==> config.mk <==
export PLATFORM = sky130hd
export DESIGN_NAME = wb_arbiter_flat
export DESIGN_NICKNAME = d
export VERILOG_FILES = /design/src/rtl/wb_arbiter_if.sv /design/src/rtl/wb_arbiter.sv /design/src/flat_wrapper.sv
export SDC_FILE = /design/constraint.sdc
export NUM_CORES = 1
export LEC_CHECK = 0
export CORE_MARGIN = 4
export CORE_UTILIZATION = 25
export CTS_BUF_LIST = sky130_fd_sc_hd__clkbuf_4 sky130_fd_sc_hd__clkbuf_8
export DETAILED_ROUTE_END_ITERATION = 6
export PLACE_DENSITY = 0.78
export SETUP_SLACK_MARGIN = 0.3
export SLEW_MARGIN = 20
export SYNTH_ARGS = -nofsm -noshare
export SYNTH_HDL_FRONTEND = slang
export SYNTH_SLANG_ARGS = --single-unit
==> constraint.sdc <==
create_clock -name CLK -period 1.14 [get_ports CLK]
set_clock_uncertainty 0.05 [all_clocks]
set_input_delay 0.285 -clock CLK [delete_from_list [all_inputs] [get_ports CLK]]
set_output_delay 0.285 -clock CLK [all_outputs]
set_load 0.02 [all_outputs]
==> src/rtl/wb_arbiter_if.sv <==
// wb_arbiter_if: one Wishbone link (classic cycle signals).
// The master modport drives the request, the slave modport drives the response.
interface wb_arbiter_if #(
    parameter int ADDR_W = 16,
    parameter int DATA_W = 8
);
    logic              cyc;
    logic              stb;
    logic              we;
    logic [ADDR_W-1:0] adr;
    logic [DATA_W-1:0] dat_o;
    logic [DATA_W-1:0] dat_i;
    logic              ack;
    logic              err;

    modport master (
        output cyc, stb, we, adr, dat_o,
        input  dat_i, ack, err
    );

    modport slave (
        input  cyc, stb, we, adr, dat_o,
        output dat_i, ack, err
    );
endinterface

==> src/rtl/wb_arbiter.sv <==
// wb_arbiter: two-master Wishbone arbiter (m0 = RBCP bridge, m1 = local
// sequencer) sharing one slave bus. Round-robin on simultaneous requests,
// one IDLE cycle between grants. Defining WB_ARB_TIMEOUT_EN builds a stall
// timeout that errors the granted master and sets a sticky to_flag.
module wb_arbiter #(
    parameter int ADDR_W    = 16,
    parameter int DATA_W    = 8,
    parameter int TO_CYCLES = 255
) (
    input  logic         CLK,
    input  logic         RST,
    wb_arbiter_if.slave  m0,
    wb_arbiter_if.slave  m1,
    wb_arbiter_if.master s,
    output logic [1:0]   gnt,
    output logic         to_flag
);
    localparam logic [1:0] ST_IDLE = 2'b00;
    localparam logic [1:0] ST_G0   = 2'b01;
    localparam logic [1:0] ST_G1   = 2'b10;

    if (TO_CYCLES < 1 || TO_CYCLES > 65535) begin : g_bad_to_cycles
        $error("wb_arbiter: TO_CYCLES must lie in 1..65535");
    end

    logic [1:0]        state_q, state_d;
    logic              last_q, last_d;   // 1: master 1 was granted most recently
    logic              g0, g1;
    logic              to_hit;
    logic [ADDR_W-1:0] adr_mux;
    logic [DATA_W-1:0] wdat_mux;

    // Grant decode from the registered state; reset masks all outputs at once
    always_comb begin
        g0  = (state_q == ST_G0) && !RST;
        g1  = (state_q == ST_G1) && !RST;
        gnt = {g1, g0};
    end

    // Next grant: round-robin from IDLE, hold until the owner drops cyc
    always_comb begin
        state_d = state_q;
        last_d  = last_q;
        case (state_q)
            ST_IDLE: begin
                if (m0.cyc && (!m1.cyc || last_q)) begin
                    state_d = ST_G0;
                    last_d  = 1'b0;
                end else if (m1.cyc) begin
                    state_d = ST_G1;
                    last_d  = 1'b1;
                end
            end
            ST_G0:   if (!m0.cyc) state_d = ST_IDLE;
            ST_G1:   if (!m1.cyc) state_d = ST_IDLE;
            default: state_d = ST_IDLE;
        endcase
    end

    // Grant state and round-robin history
    always_ff @(posedge CLK) begin
        if (RST) begin
            state_q <= ST_IDLE;
            last_q  <= 1'b1;
        end else begin
            state_q <= state_d;
            last_q  <= last_d;
        end
    end

    // Forward the granted master to the slave and route the response back
    always_comb begin
        s.cyc    = 1'b0;
        s.stb    = 1'b0;
        s.we     = 1'b0;
        adr_mux  = '0;
        wdat_mux = '0;
        m0.ack   = 1'b0;
        m0.err   = 1'b0;
        m0.dat_i = '0;
        m1.ack   = 1'b0;
        m1.err   = 1'b0;
        m1.dat_i = '0;
        if (g0) begin
            s.cyc    = m0.cyc;
            s.stb    = m0.stb;
            s.we     = m0.we;
            adr_mux  = m0.adr;
            wdat_mux = m0.dat_o;
            m0.ack   = s.ack;
            m0.err   = s.err | to_hit;
            m0.dat_i = s.dat_i;
        end else if (g1) begin
            s.cyc    = m1.cyc;
            s.stb    = m1.stb;
            s.we     = m1.we;
            adr_mux  = m1.adr;
            wdat_mux = m1.dat_o;
            m1.ack   = s.ack;
            m1.err   = s.err | to_hit;
            m1.dat_i = s.dat_i;
        end
    end

    assign s.adr   = adr_mux;
    assign s.dat_o = wdat_mux;

`ifdef WB_ARB_TIMEOUT_EN
    localparam logic [15:0] TO_LAST = 16'(TO_CYCLES - 1);

    logic [15:0] to_cnt_q, to_cnt_d;
    logic        to_flag_q, to_flag_d;
    logic        stall;

    // A stall cycle is a granted strobe with no slave response; the error
    // fires on the stall cycle that would bring the count to TO_CYCLES
    always_comb begin
        stall  = ((g0 && m0.stb) || (g1 && m1.stb)) && !s.ack && !s.err;
        to_hit = stall && (to_cnt_q == TO_LAST);
    end

    // Counter runs only across uninterrupted stalls within one grant
    always_comb begin
        to_cnt_d  = '0;
        to_flag_d = to_flag_q | to_hit;
        if (stall && (state_d == state_q) && !to_hit) begin
            to_cnt_d = to_cnt_q + 16'd1;
        end
    end

    // Timeout counter and sticky flag
    always_ff @(posedge CLK) begin
        if (RST) begin
            to_cnt_q  <= '0;
            to_flag_q <= 1'b0;
        end else begin
            to_cnt_q  <= to_cnt_d;
            to_flag_q <= to_flag_d;
        end
    end

    assign to_flag = to_flag_q && !RST;
`else
    assign to_hit  = 1'b0;
    assign to_flag = 1'b0;
`endif
endmodule

==> src/flat_wrapper.sv <==
// flat-port wrapper written by rule: the top's interface ports become plain ports
module wb_arbiter_flat 
#(
    parameter int ADDR_W    = 16,
    parameter int DATA_W    = 8,
    parameter int TO_CYCLES = 255
)
  (CLK, RST, gnt, to_flag, m0_cyc, m0_stb, m0_we, m0_adr, m0_dat_o, m0_dat_i, m0_ack, m0_err, m1_cyc, m1_stb, m1_we, m1_adr, m1_dat_o, m1_dat_i, m1_ack, m1_err, s_cyc, s_stb, s_we, s_adr, s_dat_o, s_dat_i, s_ack, s_err);
  wb_arbiter_if #(.ADDR_W(ADDR_W), .DATA_W(DATA_W)) m0_i ();
  wb_arbiter_if #(.ADDR_W(ADDR_W), .DATA_W(DATA_W)) m1_i ();
  wb_arbiter_if #(.ADDR_W(ADDR_W), .DATA_W(DATA_W)) s_i ();
  input  logic CLK;
  input  logic RST;
  output logic [1:0] gnt;
  output logic to_flag;
  input wire logic [$bits(m0_i.cyc)-1:0] m0_cyc;
  input wire logic [$bits(m0_i.stb)-1:0] m0_stb;
  input wire logic [$bits(m0_i.we)-1:0] m0_we;
  input wire logic [$bits(m0_i.adr)-1:0] m0_adr;
  input wire logic [$bits(m0_i.dat_o)-1:0] m0_dat_o;
  output wire logic [$bits(m0_i.dat_i)-1:0] m0_dat_i;
  output wire logic [$bits(m0_i.ack)-1:0] m0_ack;
  output wire logic [$bits(m0_i.err)-1:0] m0_err;
  input wire logic [$bits(m1_i.cyc)-1:0] m1_cyc;
  input wire logic [$bits(m1_i.stb)-1:0] m1_stb;
  input wire logic [$bits(m1_i.we)-1:0] m1_we;
  input wire logic [$bits(m1_i.adr)-1:0] m1_adr;
  input wire logic [$bits(m1_i.dat_o)-1:0] m1_dat_o;
  output wire logic [$bits(m1_i.dat_i)-1:0] m1_dat_i;
  output wire logic [$bits(m1_i.ack)-1:0] m1_ack;
  output wire logic [$bits(m1_i.err)-1:0] m1_err;
  output wire logic [$bits(s_i.cyc)-1:0] s_cyc;
  output wire logic [$bits(s_i.stb)-1:0] s_stb;
  output wire logic [$bits(s_i.we)-1:0] s_we;
  output wire logic [$bits(s_i.adr)-1:0] s_adr;
  output wire logic [$bits(s_i.dat_o)-1:0] s_dat_o;
  input wire logic [$bits(s_i.dat_i)-1:0] s_dat_i;
  input wire logic [$bits(s_i.ack)-1:0] s_ack;
  input wire logic [$bits(s_i.err)-1:0] s_err;
  assign m0_i.cyc = m0_cyc;
  assign m0_i.stb = m0_stb;
  assign m0_i.we = m0_we;
  assign m0_i.adr = m0_adr;
  assign m0_i.dat_o = m0_dat_o;
  assign m0_dat_i = m0_i.dat_i;
  assign m0_ack = m0_i.ack;
  assign m0_err = m0_i.err;
  assign m1_i.cyc = m1_cyc;
  assign m1_i.stb = m1_stb;
  assign m1_i.we = m1_we;
  assign m1_i.adr = m1_adr;
  assign m1_i.dat_o = m1_dat_o;
  assign m1_dat_i = m1_i.dat_i;
  assign m1_ack = m1_i.ack;
  assign m1_err = m1_i.err;
  assign s_cyc = s_i.cyc;
  assign s_stb = s_i.stb;
  assign s_we = s_i.we;
  assign s_adr = s_i.adr;
  assign s_dat_o = s_i.dat_o;
  assign s_i.dat_i = s_dat_i;
  assign s_i.ack = s_ack;
  assign s_i.err = s_err;
  wb_arbiter #(.ADDR_W(ADDR_W), .DATA_W(DATA_W), .TO_CYCLES(TO_CYCLES)) u_core (.CLK(CLK), .RST(RST), .m0(m0_i), .m1(m1_i), .s(s_i), .gnt(gnt), .to_flag(to_flag));
endmodule
==> metrics.txt, run 1 <==
vias in the first global route=around 1500; I/O pin count=116; minimum clock period=1.62 ns; wire per inst=around 17 um; Final setup viols=51; Power Total=between 0.001 and 0.0015 W; first-pass GRT wire length=between 7000 and 8000 um; WL final=5180 um; Max Transition Viols Final=0; reg2reg setup slack=-0.24 ns; Overflow after GRT=0; Yosys Warn Count=0; largest net degree at the start of global routing=39; Die H=71.6 um; initial antenna violation count=0; Worst Path Arrival=1.28 ns; Mapped Area=~0.0010 mm^2; status=finished with violations; Leakage=0.969 nW; PwrDens=just over 500 mW/mm^2; fill count=297; Fin. Hold Viols=0; Layout Nets=roughly 330; Final Instance Area=0.00284 mm^2; CP required=0.81 ns; CP Capture Type=output pin; # diodes=0; Final Cycle Share=142%; Reg-to-Reg End=u_core.last_q; FF+latch count, synth=3; TritonCTS clock tree=built; hpwl dp=~3600 um; Slowest cell on crit path=dfxtp_4; initial drt markers=73; Area Growth Syn to Fin=181%; crit-path max cell delay=0.38 ns; Max Clock Freq=617 MHz; dpl cell area=~0.0027 mm^2; Mapped Nets=214; post-route ant nets=0; RSZ-0062 raised after global routing=yes; Worst setup SP type=flip-flop; failing checks=setup timing; crit-path cells=buf_16 > nand3b_1 > a21oi_4 > buf_6; cts hold-fix bufs=0; syn_area_per_cell=6.83 um^2; clk slew on worst S/H paths=0.03 ns; commonest cells after routing, fill and taps aside=clkdlybuf4s50_1 (62), nand3b_1 (54), buf_4 (31); crit path to=s_adr[10]; register area share after synthesis=5.94%; routability cong.=0.747; Via density=4.96; Max Cap Violations=0; maximum VDD drop=0.665 mV; port bufs=114; via count=1546; most common cell after layout, fill and taps aside=clkdlybuf4s50_1; WS Path Type=reg2out; drt pass-1 iters=4; final core occ=75.3%; Global Route Usage Sum=18.3%; CTS Sinks=3; Clock Latency Late Sink=0.22 ns; post-route setup slack=-0.480 ns; Die Wd=71.6 um; reg2reg path depth=5; DIE AREA=0.00513 mm^2; total core area=0.00377 mm^2; reg2reg start=u_core.state_q[0]; # DRC=0; root buf cell=clkbuf_8; fraction of final layout cells sized beyond drive strength 1=50.0%; library cells used by synthesis=17; CTS H-tree depth=1; total CTS buffers=3; CP max FO=12; CTS Buffer Depth=2; initial core utilization=between 20% and 30%; crit path launch=u_core.state_q[0]; num rows=22; Synth Instances=148; worst min path class=in2reg
## kinds of logic after synthesis
kind of cell	Yosys count	share of synthesized area [%]
and+or+nand+nor	95	62.1
buffers and inverters	21	17.5
DFF	3	5.94
other	1	0.371
AOI/OAI and AO/OA	28	14.1
## repair_timing
item / 4_1_cts / 5_1_grt
endpoints found under the setup margin: 52 / 52
setup buffers: 0 / 1
pin swaps: 18 / 15
resized for setup: 282 / 2
gates cloned: 1 / 2
## sequential cells by signal, indices dropped and copies added (netlist names)
signal          cells
u_core.last_q       1
u_core.state_q      2
## how the worst min path moves through the flow
stage,cells after the start,from,to,slack [ns]
2_1_floorplan,1,m1_cyc,u_core.state_q[1],0.41
3_3_place_gp,2,u_core.last_q,u_core.last_q,0.48
3_5_place_dp,2,u_core.last_q,u_core.last_q,0.49
4_1_cts,3,RST,u_core.state_q[1],0.50
5_1_grt,3,RST,u_core.state_q[1],0.52
6_report,3,RST,u_core.state_q[1],0.50
## power by group
group | internal, W | leakage [nW] | total [W] | switching [W]
Combinational | 0.000543 | 0.916 | 0.000972 | 0.000429
Sequential | 0.000113 | 0.0261 | 0.000132 | 0.0000188
Clock | 0.000263 | 0.0262 | 0.000346 | 0.0000824
Total | 0.000920 | 0.969 | 0.00145 | 0.000530
## through the flow
step	TNS, ns	std cells	setup WS, ns	hold slack [ns]
2_1_floorplan	-4.93	148	-0.169	0.414
3_3_place_gp	-39.70	304	-0.842	0.483
3_5_place_dp	-40.36	304	-0.885	0.489
4_1_cts	-20.53	309	-0.463	0.496
5_1_grt	-22.99	312	-0.521	0.519
6_report	-20.71	312	-0.480	0.498
## Yosys cell counts
library cell / n / share of area, %
conb_1: 1 / 0.37
buf_4: 3 / 2.2
nor4b_2: 2 / 3.0
nor3b_1: 1 / 0.74
or3b_1: 1 / 0.87
a22oi_1: 1 / 0.74
clkbuf_1: 2 / 0.74
dfxtp_1: 3 / 5.9
buf_8: 1 / 1.5
and3b_1: 1 / 0.87
nand2b_1: 12 / 7.4
nor2_1: 23 / 8.5
a21oi_1: 27 / 13
nor2_2: 1 / 0.62
nand3b_1: 54 / 40
buf_2: 6 / 3.0
buf_6: 9 / 10
## area by class of cell
| type | instances | area [um^2] | area share, % |
|---|---|---|---|
| tap | 48 | 60.1 | 2.11 |
| timing repair buffer | 133 | 1390 | 48.8 |
| multi-input combinational | 124 | 1280 | 45.0 |
| clock buffer | 4 | 48.8 | 1.72 |
| sequential | 3 | 67.6 | 2.38 |
## metal layers
layer | vias to the layer above | wire length, um | global-route usage (%) | part of all wire [%]
met3 | 6 | 361 | 3.09 | 7.0
met2 | 63 | 2690 | 33.1 | 52
met4 | 0 | 72 | 3.55 | 1.4
li1 | 746 | - | - | -
met1 | 731 | 2050 | 22.7 | 40
met5 | - | 0 | 0 | 0
## critical path, delay by kind of cell (launching register included)
| family | cells | cell delay (ns) |
|---|---|---|
| AO/OA/AOI/OAI | 1 | 0.18 |
| buffers and inverters | 2 | 0.28 |
| flip-flops | 1 | 0.38 |
| AND/OR/NAND/NOR | 1 | 0.21 |
(Power assumes the default switching activity.)
==> inputs of run 2 (changes only) <==
--- a/config.mk
+++ b/config.mk
@@ -5,8 +5,9 @@
 export SDC_FILE = /design/constraint.sdc
 export NUM_CORES = 1
 export LEC_CHECK = 0
+export ABC_AREA = 1
 export CORE_MARGIN = 4
-export CORE_UTILIZATION = 25
+export CORE_UTILIZATION = 19
 export CTS_BUF_LIST = sky130_fd_sc_hd__clkbuf_4 sky130_fd_sc_hd__clkbuf_8
 export DETAILED_ROUTE_END_ITERATION = 6
 export PLACE_DENSITY = 0.78
@@ -15,3 +16,4 @@
 export SYNTH_ARGS = -nofsm -noshare
 export SYNTH_HDL_FRONTEND = slang
 export SYNTH_SLANG_ARGS = --single-unit
+export TNS_END_PERCENT = 50
==> metrics.txt, run 2 <==
status=finished with violations; failing checks=setup timing; TritonCTS clock tree=built; port bufs=114 (unchanged); Mapped Area=661 um^2 (-35%); CP most frequent cell=nand2_2; Clock Latency Late Sink=0.23 ns (about the same); Die H=67.0 um (-6.5%); number of synthesized flops with an enable pin=0 (unchanged); drt pass-1 iters=4 (unchanged); num rows=21 (-4.5%); hpwl dp=3160 um (-13%); crit-path cells=inv_4 > nand3_4 > buf_12 > clkinvlp_4 > nand2_2 > nand2_2 > buf_6; Synth area leaders=nand2_1 (47%), nor2_1 (13%), dfxtp_1 (9.1%); I/O pin count=116 (unchanged); worst path bufs/invs=4 (+2); Global Route Usage Sum=17.9% (-0.39 points); Worst Path Arrival=1.33 ns (+0.05 ns); clk slew on worst S/H paths=0.04 ns (about the same); WL final=4360 um (-16%); total core area=0.00334 mm^2 (-12%); Setup TNS=-21.57 ns (-0.858 ns); Synth Flop Type=dfxtp_1; DIE AREA=0.00448 mm^2 (-13%); Die Wd=67.0 um (-6.5%); Final Cycle Share=146% (+4.4 points); Via density=4.30 (-13%); post-route ant nets=0 (unchanged); hold depth=3 (unchanged); CTS H-tree depth=1 (unchanged); Layout Nets=342 (+3.3%); Area Growth Syn to Fin=265%; via count=1379 (-11%); Sequential Area=67.6 um^2 (unchanged); top cells by count, synth=nand2_1 (82), nor2_1 (23), inv_1 (11); fill count=260 (-12%); Fin. Hold Viols=0 (unchanged); wire per inst=13.6 um (-18%); Final setup viols=49 (-3.9%); beginning of the worst hold path=RST; area share of the largest cell type after synthesis=46.6% (+6.5 points); syn_area_per_cell=4.59 um^2 (-33%); Synth Instances=144 (-2.7%); Largest delay share family, worst path=buffers and inverters; worst min path class=in2reg; reg2reg start=u_core.state_q[0]; Worst setup SP type=flip-flop; dpl cell area=0.00204 mm^2 (-24%); register area share after synthesis=9.09% (+3.2 points); CP max FO=6 (-6); crit path launch=u_core.state_q[0]; root buf cell=clkbuf_4; Max Cap Violations=0 (unchanged); Mapped Nets=210 (-1.9%); CP required=0.81 ns (about the same); FF+latch count, synth=3 (unchanged); Overflow after GRT=0 (unchanged); post-route setup slack=-0.529 ns (-0.0497 ns); fraction of final layout cells sized beyond drive strength 1=51.3% (+1.3 points); vias in the first global route=1297 (-14%); Yosys Warn Count=0 (unchanged); total CTS buffers=3 (unchanged); RSZ-0062 raised after global routing=yes; # diodes=0 (unchanged); PwrDens=525 mW/mm^2 (+2.9%); Post-synth ARST share=0% (unchanged); library cells used by synthesis=14 (-3); final core occ=72.2% (-3.2 points); CP Capture Type=output pin; largest register by flop count=u_core.state_q; multi-input combinational cell area=724 um^2 (-43%); routability cong.=0.814 (+8.9%); maximum VDD drop=0.458 mV (-31%); biggest regs=u_core.state_q (2), u_core.last_q (1); WS Path Type=reg2out; CTS Buffer Depth=2 (unchanged); Max Transition Viols Final=0 (unchanged); minimum clock period=1.67 ns (+0.0497 ns); initial core utilization=19.8% (-7.0 points); reg2reg path depth=7 (+2); most common cell after layout, fill and taps aside=clkdlybuf4s50_1; commonest cells after routing, fill and taps aside=clkdlybuf4s50_1 (62), nand2_1 (48), buf_6 (39); Power Total=0.00126 W (-13%); max reg flops=2 (unchanged); Synth area leader=nand2_1; Leakage=1.15 nW (+19%); Max Clock Freq=599 MHz (-3.0%); initial drt markers=34 (-53%); first-pass GRT wire length=6130 um (-19%); largest net degree at the start of global routing=15 (-62%); CP Depth=7 (+3); CTS Sinks=3 (unchanged); crit-path max cell delay=0.37 ns (about the same); Final Instance Area=0.00241 mm^2 (-15%); # DRC=0 (unchanged); Slowest cell on crit path=dfxtp_4; dominant cell by count in the synthesized netlist=nand2_1; initial antenna violation count=0 (unchanged); cts hold-fix bufs=0 (unchanged)
## run 2: final timing paths
| check | endpoint | slack [ns] |
|---|---|---|
| max | s_dat_o[7] | -0.53 |
| min | u_core.last_q | 0.39 |
| max reg2reg | u_core.last_q | 0.07 |
| min reg2reg | u_core.last_q | 0.45 |
## run 2: metrics by stage
| step | instances | worst slack, ns | hold WS, ns |
|---|---|---|---|
| 2_1_floorplan | 144 | -0.0551 | 0.297 |
| 3_3_place_gp | 303 | -1.13 | 0.425 |
| 3_5_place_dp | 303 | -1.14 | 0.442 |
| 4_1_cts | 317 | -0.545 | 0.386 |
| 5_1_grt | 321 | -0.584 | 0.417 |
| 6_report | 321 | -0.529 | 0.392 |
## run 2: worst reg2reg max path: cells and delay by family (launching register included)
kind | cells | cell delay (ns)
buffers and inverters | 3 | 0.27
DFF | 1 | 0.37
and+or+nand+nor | 4 | 0.25
## run 2: timing repair
item / in CTS / in global routing
gates resized for setup: 287 / 42
setup buffers: 3 / 4
endpoints found under the setup margin: 52 / 52
pin swaps: 10 / 8
gates cloned: 7 / 0
## run 2: layer usage
layer	GRT usage, %	vias up	part of all wire, %
met5	0	-	0
met4	4.81	0	1.6
met3	5.23	8	13
met2	34.3	80	50
met1	18.7	608	36
li1	-	683	-
## run 2: area by class of cell
| class | instances | area share [%] |
|---|---|---|
| repair buffers | 131 | 57.7 |
| multi-input cells | 116 | 30.1 |
| inverters | 16 | 3.32 |
| flip-flops and latches | 3 | 2.81 |
| repair inverters | 5 | 2.44 |
| well taps | 46 | 2.39 |
| clock buffers | 4 | 1.25 |
## run 2: power by group
part / total [W] / leakage (nW) / switching [W] / internal [W]
Clock: 0.000210 / 0.0184 / 0.0000552 / 0.000155
Sequential: 0.000133 / 0.0262 / 0.0000147 / 0.000118
Combinational: 0.000922 / 1.10 / 0.000415 / 0.000507
## run 2: kinds of logic after synthesis
family | after synthesis | share of synthesized area [%]
buf+inv | 25 | 21.6
flops | 3 | 9.09
compound gates | 4 | 3.03
other cells | 1 | 0.568
simple gates | 111 | 65.7
